--- src/rtl/display_scan_if.sv ---
// Bundle of the scan controller's data-side signals: the master drives the
// value/controls, the slave (display_scan) returns the digit and anode drives.
interface display_scan_if;
    logic        en;
    logic [15:0] value;
    logic        blank_lz;
    logic [3:0]  digit;
    logic [3:0]  anode;

    modport master (output en, output value, output blank_lz,
                    input  digit, input anode);
    modport slave  (input  en, input  value, input  blank_lz,
                    output digit, output anode);
endinterface

--- src/rtl/display_scan.sv ---
// Four-digit multiplexed seven-segment scanner with a per-slot anti-ghosting
// guard, frame-atomic value latching and optional leading-zero blanking.
module display_scan #(
    parameter int REFRESH_DIV = 100000,
    parameter int GUARD       = 500
) (
    input  logic           clk,
    input  logic           rst_n,
    display_scan_if.slave  bus
);
    localparam int PW = (REFRESH_DIV > 1) ? $clog2(REFRESH_DIV) : 1;
    localparam logic [PW-1:0] PRE_MAX = PW'(REFRESH_DIV - 1);
    localparam logic [PW-1:0] GUARD_V = PW'(GUARD);

    logic [PW-1:0] pre_q, pre_d;
    logic [1:0]    slot_q, slot_d;
    logic [15:0]   disp_q, disp_d;
    logic [3:0]    anode_q, anode_d;
    logic [3:0]    digit_q, digit_d;
    logic          wrap;

    // A nibble is a leading zero when it and every more significant nibble are zero.
    function automatic logic lz_blank(input logic [15:0] d, input logic [1:0] s,
                                      input logic blz);
        logic z;
        case (s)
            2'd3:    z = (d[15:12] == 4'h0);
            2'd2:    z = (d[15:8]  == 8'h00);
            2'd1:    z = (d[15:4]  == 12'h000);
            default: z = 1'b0;
        endcase
        return blz & z;
    endfunction

    function automatic logic [3:0] nibble(input logic [15:0] d, input logic [1:0] s);
        return d[{s, 2'b00} +: 4];
    endfunction

    always_comb begin
        wrap   = (pre_q == PRE_MAX);
        pre_d  = wrap ? '0 : pre_q + 1'b1;
        slot_d = wrap ? slot_q + 2'd1 : slot_q;
        disp_d = (wrap && slot_q == 2'd3) ? bus.value : disp_q;

        // Outputs are derived from the next state so they line up with it after the edge.
        anode_d = (bus.en && pre_d >= GUARD_V) ? ~(4'b0001 << slot_d) : 4'b1111;
        digit_d = (!bus.en || lz_blank(disp_d, slot_d, bus.blank_lz))
                  ? 4'hF : nibble(disp_d, slot_d);
    end

    always_ff @(posedge clk) begin
        if (!rst_n) begin
            pre_q   <= '0;
            slot_q  <= 2'd0;
            disp_q  <= 16'h0000;
            anode_q <= 4'b1111;
            digit_q <= 4'hF;
        end else begin
            pre_q   <= pre_d;
            slot_q  <= slot_d;
            disp_q  <= disp_d;
            anode_q <= anode_d;
            digit_q <= digit_d;
        end
    end

    assign bus.anode = anode_q;
    assign bus.digit = digit_q;
endmodule

--- src/flat_wrapper.sv ---
// flat-port wrapper written by rule: the top's interface ports become plain ports
module display_scan_flat 
#(
    parameter int REFRESH_DIV = 100000,
    parameter int GUARD       = 500
)
  (clk, rst_n, bus_en, bus_value, bus_blank_lz, bus_digit, bus_anode);
  display_scan_if bus_i ();
  input  logic clk;
  input  logic rst_n;
  input wire logic [$bits(bus_i.en)-1:0] bus_en;
  input wire logic [$bits(bus_i.value)-1:0] bus_value;
  input wire logic [$bits(bus_i.blank_lz)-1:0] bus_blank_lz;
  output wire logic [$bits(bus_i.digit)-1:0] bus_digit;
  output wire logic [$bits(bus_i.anode)-1:0] bus_anode;
  assign bus_i.en = bus_en;
  assign bus_i.value = bus_value;
  assign bus_i.blank_lz = bus_blank_lz;
  assign bus_digit = bus_i.digit;
  assign bus_anode = bus_i.anode;
  display_scan #(.REFRESH_DIV(REFRESH_DIV), .GUARD(GUARD)) u_core (.clk(clk), .rst_n(rst_n), .bus(bus_i));
endmodule
--- config.mk ---
export PLATFORM = sky130hd
export DESIGN_NAME = display_scan_flat
export DESIGN_NICKNAME = d
export VERILOG_FILES = /design/src/rtl/display_scan_if.sv /design/src/rtl/display_scan.sv /design/src/flat_wrapper.sv
export SDC_FILE = /design/constraint.sdc
export NUM_CORES = 1
export LEC_CHECK = 0
export CAP_MARGIN = 10
export CORE_MARGIN = 2
export CORE_UTILIZATION = 50
export CTS_CLUSTER_DIAMETER = 40
export DETAILED_ROUTE_END_ITERATION = 10
export PLACE_DENSITY = 0.73
export SLEW_MARGIN = 25
export SYNTH_ARGS = -nofsm -noshare
export SYNTH_HDL_FRONTEND = slang
export SYNTH_SLANG_ARGS = --single-unit
--- constraint.sdc ---
create_clock -name clk -period 2.4 [get_ports clk]
set_input_delay 0.36 -clock clk [delete_from_list [all_inputs] [get_ports clk]]
set_output_delay 0.36 -clock clk [all_outputs]
set_load 0.005 [all_outputs]
---- Yosys cells after proc, flatten, opt, wreduce, memory -nomap -nowiden ----
Cells that the tools add are included.
cells by class
  add/sub/neg operators ................... 2
  $mul .................................... 0
  divide/modulo/power cells ............... 0
  $lt $le $gt $ge ......................... 1
  equality and inequality tests ........... 5
  shifts and indexed selects .............. 2
  multiplexer cells ....................... 4
  bitwise gates (word level) .............. 3
  reductions and logical operators ........ 9
operator list
  kind                     number
  $add A17 B1 Y17 const B  1
  $eq A17 B17 Y1 const B   1
  $ge A17 B9 Y1 const B    1
  $mux W17                 1
  $mux W16                 1
  $shiftx A16 B5 Y4        1
  $logic_not A12 Y1        1
  $logic_not A8 Y1         1
  $eq A2 B2 Y1 const B     3
  $logic_not A4 Y1         1
  $not A4 Y4               1
  $shl A1 B2 Y4 const A    1
  $pmux W1 S3              1
  $add A2 B1 Y2 const B    1
  $eq A2 B1 Y1 const B     1
  $logic_and A1 B1 Y1      2
  $mux W2                  1
  $reduce_and A2 Y1        1
  $reduce_or A2 Y1         1
  $and A1 B1 Y1            1
  $logic_not A1 Y1         1
  $logic_or A1 B1 Y1       1
  $not A1 Y1               1
storage, ports and cells
  register bits ........................... 43
  bits in latches ......................... 0
  memory bits (writable) .................. 0
  memory bits (read-only) ................. 0
  bits of input ports ..................... 20
  output and inout bits ................... 8
  memories kept ........................... 0

---- Logic depth before layout (Yosys ltp) ----
  depth in word-level cells ............... 8
  depth in mapped cells ................... 8

---- Worst setup path after synthesis ----
No wires, ideal clock.
  path kind ............................... flip-flop to flip-flop
  start point ............................. register u_core.pre_q[6]
  end point ............................... register u_core.digit_q[0] (netlist: u_core.bus.digit[0])
  setup time .............................. 0.131 ns
  arrival time ............................ 2.054 ns
  setup slack ............................. 0.215 ns
  stages on the path, launching flop included .. 8
  path buffers ............................ 1
  clock period less this slack ............ 2.185 ns
  cell sequence ........................... dfxtp_1 -> buf_6 -> or4_4 -> nor4_4 -> nand2_4 -> mux2_4 -> a41oi_2 -> nand3_1
between the ends
  word-level cells in the longest chain between the ends .. 8
  elaborated cells between the ends (all ways) .. 15
  classes of those cells .................. eq/ne: 4; shift: 1; mux: 3; bitwise: 1; reduce/logical: 6
ends and longest elaborated chain
  what                                       line                source
  from (decl)                                display_scan.sv:15  logic [PW-1:0] pre_q, pre_d;
  from (signal assigned)                     display_scan.sv:59  pre_q <= pre_d;
  $eq A17 B17 Y1 (*)                         display_scan.sv:40  wrap = (pre_q == PRE_MAX);
  $logic_and A1 B1 Y1                        display_scan.sv:43  disp_d = (wrap && slot_q == 2'd3) ? bus.value : disp_q;
  $mux W16                                   display_scan.sv:43
  $logic_not A12 Y1 (tied with other cells)  display_scan.sv:29  2'd1: z = (d[15:4] == 12'h000);
  $pmux W1 S3                                display_scan.sv:26  case (s)
  $and A1 B1 Y1                              display_scan.sv:32  return blz & z;
  $logic_or A1 B1 Y1                         display_scan.sv:47  digit_d = (!bus.en || lz_blank(disp_d, slot_d, bus.blank_lz))
  $reduce_or A2 Y1 (no source line)          -
  to (signal assigned)                       display_scan.sv:63  digit_q <= digit_d;
  to (decl)                                  display_scan.sv:19  logic [3:0] digit_q, digit_d;
Every way passes the cells marked *; elsewhere a longest branch is shown, timed or not.
A chain may end at the register's enable or synchronous reset.

---- Final worst setup path ----
  start point ............................. register u_core.pre_q[5]
  end point ............................... register u_core.digit_q[2] (netlist: u_core.bus.digit[2])
Same word-level chain as after synthesis.

==> results.md <==
* Clock transition at path regs at 80 ps
* Worst Skew at 7.81 ps
* Avg Cell Area, Syn at between 9 and 10 um2
* Static Leak at approximately 1.1 nW
* Pre-antenna DRT Iters at 4
* Slew margin rel. at between 60% and 70%
* Die Height at approximately 70 um
* Crit-path leading delay family: simple AND/OR/NAND/NOR gates
* DR vias at around 1.9k
* WS Path Type: flip-flop to flip-flop
* Mapped cell area at 2220 um2
* Internal reg-to-reg setup slack at 130 ps
* Synth unique cells at 49
* Htree depth at 2
* Max Clock Freq at 440 MHz
* Worst Hold Path EP: u_core.disp_q[1]$_SDFF_PN0_
* Final setup fails at 0
* Data required, critical path at 2640 ps
* Total congestion overflow at 0
* Min-delay worst type: flip-flop to flip-flop
* Outcome: completed
* Setup TNS Final at 0 ps
* DRC violations left at 0
* Critical path arrival at 2510 ps
* Tightest Pin Transition at 523 ps
* CP Cell Sequence: or4_4 > nor4_4 > buf_6 > nor3_1 > a311oi_1 > a41oi_2 > nand3_1
* # fillers at 384
* Synth async-reset ratio at 0%
* Die area at 5000 um2
* Largest net degree at the start of global routing at 27
* Place WS at between 80 and 90 ps
* Largest family of logic cells by synthesized area: simple AND/OR/NAND/NOR gates
* CP startpoint kind: flip-flop
* RSZ-0062 raised after global routing: false
* Routed WL at 5.05 mm
* Share of post-route cells with drive strength above 1 at 14.1%
* Hold buffers post-CTS at 0
* FP Rows at 24
* Die width at 70.7 um
* R2R Path Start: u_core.pre_q[5]$_SDFF_PN0_
* Num CTS Buffers at 5
* Mapped Cells at 232
* R2R depth at 7
* Post-synth EDFFs at 0
* Compound-Gate Fraction of Synth Area at 10.1%
* IO buf count at 27
* # IOs at 28
* ANT cells at 0
* Post-CTS Setup Inserts at 0
* Largest fanout on the critical path at 12
* Register area share after synthesis at 38.7%
* Final WS setup at 129 ps
* Starting density of the core at 51.4%
* CTS sink cnt at 43
* Clk_lat worst skew at 300 ps
* CTS root buffer: clkbuf_8
* Setup crit end kind: flip-flop
* HP Start: u_core.disp_q[1]$_SDFF_PN0_
* CTS tree: built
* Antenna viol nets, final at 0
* Hold depth at 2
* Clk buf depth at 2
* Post-layout min period at between 2000 and 2500 ps
* Cts repair resizes at 0
* Overall Global Routing Usage at 21.2%
* Synth Area in Adders at 1.13%
* Detailed Place HPWL at roughly 3.7 mm
* Area share of and/or/nand/nor cells after synthesis at approximately 30%
* YS warnings at 0
* Power Total at 1.32 mW
* Global-route wire length before repair at around 8.4 mm
* NumNets Final at roughly 290
* Worst vdd ir at 320 uV
* Slowest cell on crit path: or4_4
* GP Congestion at 0.908
* Reg-to-Reg End: u_core.bus.digit[2]$_SDFF_PP1_
* Buf/Inv on CP at 1
* WL/cell at 15.7 um
* Synthesized net count at 254
* Post-synthesis mux area share at 9.79%
* Tcrit/Tclk final at 94.6%
* Xor/xnor share of the synthesized area at approximately 6.3%
* Via-to-Cell Ratio at 5.86
* DR iter-0 viols at 128
* Slew Limit Fails at 0
* Area Growth Syn to Fin at 22.1%
* Final Hold Fails at 0
* Flops & latches, synth at 43
* Pwr Density at 486 nW/um2
* Vias in the first global route at between 1.5k and 2k
* Placeable Area at 4320 um2
* Initial antenna violation count at 0
* Ys flop type: dfxtp_1
* Number of max-cap violations at 0
* CP peak stage delay at about 540 ps
## report_power, final
group	switching [mW]	internal, mW	leakage (nW)
Clock	0.251	0.262	0.0505
Combinational	0.0294	0.0489	0.693
Sequential	0.00678	0.721	0.348
Total	0.287	1.03	1.09
## flip-flops by register name, indices dropped and copies added, names as in the netlist
| signal | cells |
|---|---|
| u_core.bus.digit | 4 |
| u_core.pre_q | 17 |
| u_core.slot_q | 2 |
| u_core.disp_q | 16 |
| u_core.bus.anode | 4 |
## synthesized netlist by cell type, types with 4 or more instances
| cell type | instances | share of area (%) |
|---|---|---|
| dfxtp_1 | 43 | 39 |
| nor2b_1 | 20 | 5.6 |
| mux2i_1 | 18 | 8.1 |
| nand3_1 | 16 | 3.6 |
| nor2_1 | 15 | 2.5 |
| nor4_1 | 10 | 2.8 |
| nand2_1 | 9 | 1.5 |
| xor2_1 | 9 | 3.5 |
| o22a_1 | 8 | 3.2 |
| xnor2_1 | 7 | 2.8 |
| and2_1 | 5 | 1.4 |
| inv_1 | 5 | 0.84 |
| nor3_1 | 5 | 1.1 |
| nand2b_1 | 4 | 1.1 |
| nand4_1 | 4 | 1.1 |
## stage by stage
step / instance area [um2] / hold slack (ps) / std cells / utilization, %
after floorplan: 2220 / 441 / 232 / -
after global placement: 2590 / 525 / 314 / 59.8
after detailed placement: 2590 / 526 / 314 / 59.8
after CTS: 2690 / 546 / 322 / 62.2
after global routing: 2720 / 573 / 322 / 62.8
final: 2720 / 534 / 322 / 62.8
## cell families after synthesis
logic type / Yosys count
flops: 43
buf+inv: 16
simple gates: 107
fa+ha+maj: 2
xor+xnor: 16
compound gates: 27
mux: 21
## how the worst max path moves through the flow
| stage | cells after the start | endpoint | startpoint |
|---|---|---|---|
| 3_5_place_dp | 7 | u_core.bus.digit[1]$_SDFF_PP1_ | u_core.pre_q[5]$_SDFF_PN0_ |
| 3_3_place_gp | 7 | u_core.bus.digit[0]$_SDFF_PP1_ | u_core.pre_q[5]$_SDFF_PN0_ |
| 6_report | 7 | u_core.bus.digit[2]$_SDFF_PP1_ | u_core.pre_q[5]$_SDFF_PN0_ |
| 2_1_floorplan | 7 | u_core.bus.digit[0]$_SDFF_PP1_ | u_core.pre_q[6]$_SDFF_PN0_ |
| 5_1_grt | 8 | u_core.bus.digit[2]$_SDFF_PP1_ | u_core.pre_q[1]$_SDFF_PN0_ |
| 4_1_cts | 7 | u_core.bus.digit[1]$_SDFF_PP1_ | u_core.pre_q[5]$_SDFF_PN0_ |
## cells in the final DEF (no fill, tap or decap), drive strengths merged, types with 2 or more instances in the layout
cell / n
nor2b: 20
clkdlybuf4s50: 27
or4: 4
dfxtp: 43
o22a: 8
nand3: 16
and3: 4
ha: 2
and2: 5
a21oi: 2
nand2: 10
nor4: 11
a311oi: 2
nor4b: 2
nand2b: 4
mux2i: 18
a41oi: 2
o211ai: 3
nand4: 6
xor2: 9
nor3: 5
nor2: 15
clkbuf: 7
o21ai: 2
xnor2: 7
a31oi: 3
inv: 5
mux2: 3
buf: 14
## layer usage
layer	vias up	global-route usage, %	part of all wire (%)
li1	920	-	-
met1	898	26.4	45
met2	58	35.6	47
met3	11	4.56	5.6
met4	0	8.39	2.3
met5	-	0	0
## tightest hold or removal path: stages, from the launching register on
cell	delay (ps)
dfxtp_1	310
mux2i_1	80
nor2b_1	110
## layout make-up
cell class                 count  area [um2]  share of cell area [%]
multi-input combinational    173        1290                    47.4
sequential                    43         861                    31.7
timing repair buffer          41         379                    14.0
clock buffer                   7        96.3                    3.55
tap                           52        65.1                    2.40
inverter                       5        18.8                   0.691
clock inverter                 1        7.51                   0.276
(Power assumes the default switching activity.)
==> variant 1: new RTL, config.mk and constraints unchanged <==
`REFRESH_DIV` is set to 100000 in 2 places; all go to 50000.
--- a/src/rtl/display_scan.sv
+++ b/src/rtl/display_scan.sv
@@ -3,3 +3,3 @@
 module display_scan #(
-    parameter int REFRESH_DIV = 100000,
+    parameter int REFRESH_DIV = 50000,
     parameter int GUARD       = 500
--- a/src/flat_wrapper.sv
+++ b/src/flat_wrapper.sv
@@ -3,3 +3,3 @@
 #(
-    parameter int REFRESH_DIV = 100000,
+    parameter int REFRESH_DIV = 50000,
     parameter int GUARD       = 500
Formal check against the unedited RTL: no difference found for any inputs over 10 cycles, from zero or initial values and one cycle with rst_n low; that may be too few to reach the edited logic, so the function may still have changed.
==> variant 1 against the unedited design <==
Worst setup slack improved by 0.00072 ns. Area after synthesis decreased by 5.2%. Combinational power decreased by 0.6%. Hold slack got worse by 0.067 ns. Wire length decreased by 10%. Clock skew increased by 0.0027 ns. Clock power decreased by 7.2%. Sequential cell count decreased by 1. Total power decreased by 4.1%. Final area decreased by 5.9%. Critical endpoint is now u_core.bus.digit[0].
==> variant 1: results (changes against the unedited design) <==
status:
  status: "finished clean"
synth:
  synthTopCellsByCount: "42 x dfxtp_1, 23 x nor2_1, 21 x nand2_1"
  synth.area.top_cells: "dfxtp_1 40%, mux2i_1 8.1%, nor2b_1 5.3%, xor2_1 4.6%, nor2_1 4.1%"
  syn-num-nets: 252  # -0.79%
  ys_seq_area_share_pct: 39.9  # +1.2 points
  syn-mean-instance-area_um2: 9.17  # -4.4%
  synth_cell_type_count: 46  # -6.1%
  ys_warn_count: 0  # unchanged
detailed_routing:
  avgViaCountPerCell: 5.55  # -5.3%
  route.detailed.drc: 0  # unchanged
  wl_per_cell_um: 14.6  # -7.1%
  drt_iter0_markers: 88  # -31%
  first_pass_iters: 4  # unchanged
layout:
  reg_top3: "u_core.disp_q x16, u_core.pre_q x16"
  num-fill-cells: 356  # -7.3%
  final_cells: 312  # -3.1%
  drive_gt1_share_pct: 11.1  # -3.0 points
  final_nets: 283  # -2.7%
critical_path:
  crit_type: "flop to flop"
  r2r-end: "u_core.bus.digit[0]"
  cp.arrival_ns: 2.46  # -0.05 ns
  cpPeakStageDelay_ns: 0.43  # -0.11 ns
  r2r-start: "u_core.slot_q[1]"
  cp_top_family: "simple AND/OR/NAND/NOR gates"
  cp_max_fo: 20  # +8
  cp_slowest_cell: "dfxtp_1"
  r2r_cells: 8  # +1
pwr:
  p_total_mw: 1.26  # -4.1%
  pg_comb_mw: 0.0779  # -0.6%
  irDropWorstVdd_mv: 0.237  # -26%
  p_leak_nw: 0.888  # -19%
  p_int_mw: 0.984  # -4.6%
  seq_cell_power_mw: 0.710  # -2%
timing:
  fin_ws_ns: 0.129  # +0.000719 ns
  fin_skew_ns: 0.0105  # +0.00272 ns
  tightestPinTransition_ns: 0.511  # -0.0120 ns
  hold_ws_ns: 0.467  # -0.0669 ns
cts:
  clock_latency_ns: 0.30  # about the same
  root_buffer: "clkbuf_8"
placed_design:
  place_area_mm2: 0.00245  # -5.1%
  dp_cells: 304  # -3.2%
  gp_congestion: 0.873  # -3.9%
  dp_slack_ns: 0.162  # +0.0811 ns
  io_buffers: 27  # unchanged
  dp.final_hpwl_um: 3410  # -6.9%
grt:
  grt_pass1_wl_um: 7130  # -15%
  grt_usage_pct: 20.5  # -0.63 points
  grt_pass1_vias: 1589  # -15%
  grt_max_degree: 21  # -22%
==> variant 1: cell types whose count changed after synthesis, sizes merged, moves of 3 or more <==
cell,change
nand2,+11
nand3,-10
o22ai,+9
nor2,+8
o22a,-8
nor4,-7
or3,+7
nand2b,-4
a31oi,-3
and3,-3
and4,+3
or4,-3
==> variant 1: layout make-up <==
cell class | count | area (µm²) | area share (%)
Sequential cell | 42 | 841 | 32.9
Clock inverter | 2 | 12.5 | 0.490
Inverter | 3 | 11.3 | 0.441
Timing Repair Buffer | 38 | 365 | 14.3
Tap cell | 50 | 62.6 | 2.45
Multi-Input combinational cell | 171 | 1180 | 46.2
Clock buffer | 6 | 82.6 | 3.23
==> variant 1: worst min-delay path by stage <==
| stage | from | end | depth (start not counted) |
|---|---|---|---|
| 2_1_floorplan | u_core.pre_q[0] | u_core.pre_q[0] | 1 |
| 3_3_place_gp | u_core.pre_q[0] | u_core.pre_q[0] | 1 |
| 3_5_place_dp | u_core.pre_q[0] | u_core.pre_q[0] | 1 |
| 4_1_cts | u_core.pre_q[0] | u_core.pre_q[0] | 1 |
| 5_1_grt | u_core.pre_q[0] | u_core.pre_q[0] | 1 |
| 6_report | u_core.pre_q[0] | u_core.pre_q[0] | 1 |
==> variant 1: logic make-up after synthesis <==
| logic type | synth area share [%] |
|---|---|
| flip-flops | 39.9 |
| multiplexers | 9.32 |
| buffers and inverters | 4.45 |
| AND/OR/NAND/NOR | 27.6 |
| AO/OA/AOI/OAI | 10.9 |
| adder cells (fa/ha/maj) | 1.19 |
| XOR/XNOR | 6.65 |
==> variant 1: layer usage <==
layer / routed length [µm] / track usage (%)
met3: 162 / 4.38
met1: 2110 / 25.3
met4: 91 / 8.82
met5: 0 / 0
met2: 2190 / 34.5
==> variant 2: new RTL, same flow settings <==
Made on the original files. Reset style: asynchronous (`rst_n`), changed in one clocked block.
--- a/src/rtl/display_scan.sv
+++ b/src/rtl/display_scan.sv
@@ -50,3 +50,3 @@
 
-    always_ff @(posedge clk) begin
+    always_ff @(posedge clk or negedge rst_n) begin
         if (!rst_n) begin
Formal check against the unedited RTL: differs if rst_n is asserted again (counterexample within 4 cycles, from zero or initial values and one cycle with rst_n low); with rst_n held inactive, the same outputs for 10 cycles.
==> variant 2 against the unedited design <==
The flow now finishes with violations (setup timing). Area after synthesis is 2.0% higher. Via count increased by 3.1%. Clock skew down 0.00070 ns. Wire length increased by 11%. Worst setup slack worse by 0.55 ns. Sequential cell count stayed put. Final area is 15% higher. Total power shrank 2.5%. Critical path type unchanged. Highest routed layer unchanged.
==> variant 2: results (changes against the unedited design) <==
detailed_routing:
  drt_iter0_markers: 131  # +2.3%
  first_pass_iters: 4  # unchanged
  drt_wl_total_um: 5620  # +11%
  num_vias: 1945  # +3.1%
timing:
  finalCritPeriodShare_pct: 117  # +23 points
  tightestPinTransition_ns: 0.617  # +0.0940 ns
  fin_ws_ns: -0.418  # -0.546 ns
  setup_viol: 8  # +8
  fin_skew_ns: 0.00711  # -0.000702 ns
synth:
  synthTopCellsByCount: "35 x dfrtp_1, 17 x nand2_1, 14 x inv_1, 14 x nor2_1, 10 x xnor2_1"
  async_flop_share_pct: 100  # +100 points
  synth_cell_type_count: 46  # -6.1%
  ys_seq_area_share_pct: 47.9  # +9.2 points
  syn-num-nets: 242  # -4.7%
grt:
  grt_util_met1_pct: 35.2  # +8.8 points
  grtUsageMet3_pct: 4.22  # -0.34 points
  use_met2_pct: 36.3  # +0.70 points
  grt_pass1_wl_um: 9340  # +11%
  grt_max_degree: 44  # +63%
  grt_usage_pct: 24.0  # +2.9 points
placed_design:
  dp.final_hpwl_um: 4070  # +11%
  place_area_mm2: 0.00289  # +12%
pwr:
  p_leak_nw: 1.45  # +33%
  irDropWorstVdd_mv: 0.321  # +0.17%
  net-switching-power_mw: 0.294  # +2.4%
critical_path:
  r2r-end: "u_core.bus.anode[1]"
  r2r_cells: 8  # +1
  r2r-start: "u_core.pre_q[0]"
  cp_max_fo: 4  # -8
status:
  violations: "setup timing"
  status: "complete, but fails checks"
layout:
  drive_gt1_share_pct: 31.8  # +18 points
  final_nets: 320  # +10%
cts:
  htreeDepth: 2  # unchanged
min_path:
  hold_path_class: "input pin to async pin"
variant 2: changes by cell type after synthesis, sizes merged, moves of 9 or more:
cell and delta:
dfxtp -43, dfrtp +35, nor2b -19, mux2i -10, inv +9
variant 2: layout make-up:
| cell class | instances | area [µm²] |
|---|---|---|
| fillers | 331 | 1230 |
| multi-input cells | 155 | 1150 |
| flip-flops and latches | 43 | 1090 |
| repair buffers | 79 | 686 |
| clock buffers | 6 | 72.6 |
| well taps | 52 | 65.1 |
| inverters | 14 | 52.6 |
| clock inverters | 2 | 12.5 |
variant 2: layer usage:
metal | vias to the layer above | wire (µm)
li1 | 944 | -
met5 | - | 0
met3 | 11 | 234
met4 | 0 | 108
met2 | 51 | 2670
met1 | 939 | 2610
variant 2: logic make-up (layout without fill, tap and decap cells):
group,count (synthesis),count (layout),share of synthesized area [%]
AO/OA/AOI/OAI,31,31,9.05
adder cells (fa/ha/maj),2,2,1.10
AND/OR/NAND/NOR,88,88,22.3
XOR/XNOR,17,17,6.56
buffers and inverters,22,101,5.13
flip-flops,43,43,47.9
multiplexers,17,17,8.00
variant 2: metrics by stage:
stage	hold slack (ns)	std cells	utilization [%]
5_1_grt	0.0823	351	71.7
3_3_place_gp	0.475	336	66.4
3_5_place_dp	0.478	336	66.4
2_1_floorplan	0.0644	220	-
4_1_cts	0.240	346	69.2
6_report	0.0288	351	71.7
variant 2: critical path: stages, from the launching register on:
cell and delay, ns:
dfrtp_1 0.36, ha_2 0.19, or4bb_4 0.46, or4_4 0.50, nand2_1 0.08, mux2i_1 0.08, or4_1 0.51, or4_4 0.46
nand3b_1 0.11
variant 2: repair_timing:
action                     CTS  global route
gates cloned                 0             1
pin swaps                    2             7
gates resized for setup      4            16
setup buffers                2             4
setup endpoints to repair    8            15
hold buffers                 0             0
variant 2: power groups by stage:
| stage | clock network, mW | registers [mW] | logic [mW] |
|---|---|---|---|
| 3_3_place_gp | 0 | 0.760 | 0.0822 |
| 6_report | 0.450 | 0.748 | 0.0872 |
| 4_1_cts | 0.461 | 0.747 | 0.0860 |
| 3_5_place_dp | 0 | 0.761 | 0.0832 |
| 2_1_floorplan | 0 | 0.760 | 0.0231 |
| 5_1_grt | 0.487 | 0.750 | 0.0963 |
variant 2: how the worst max path moves through the flow:
stage	from	endpoint	slack, ns	cells past startpoint
after floorplan	u_core.pre_q[13]	u_core.bus.anode[3]	-0.44	8
after global routing	u_core.pre_q[1]	u_core.bus.anode[0]	-0.53	8
after detailed placement	u_core.pre_q[5]	u_core.bus.digit[1]	-0.40	8
after global placement	u_core.pre_q[13]	u_core.bus.digit[3]	-0.32	8
final	u_core.pre_q[0]	u_core.bus.anode[1]	-0.42	8
after CTS	u_core.pre_q[5]	u_core.bus.anode[1]	-0.39	7
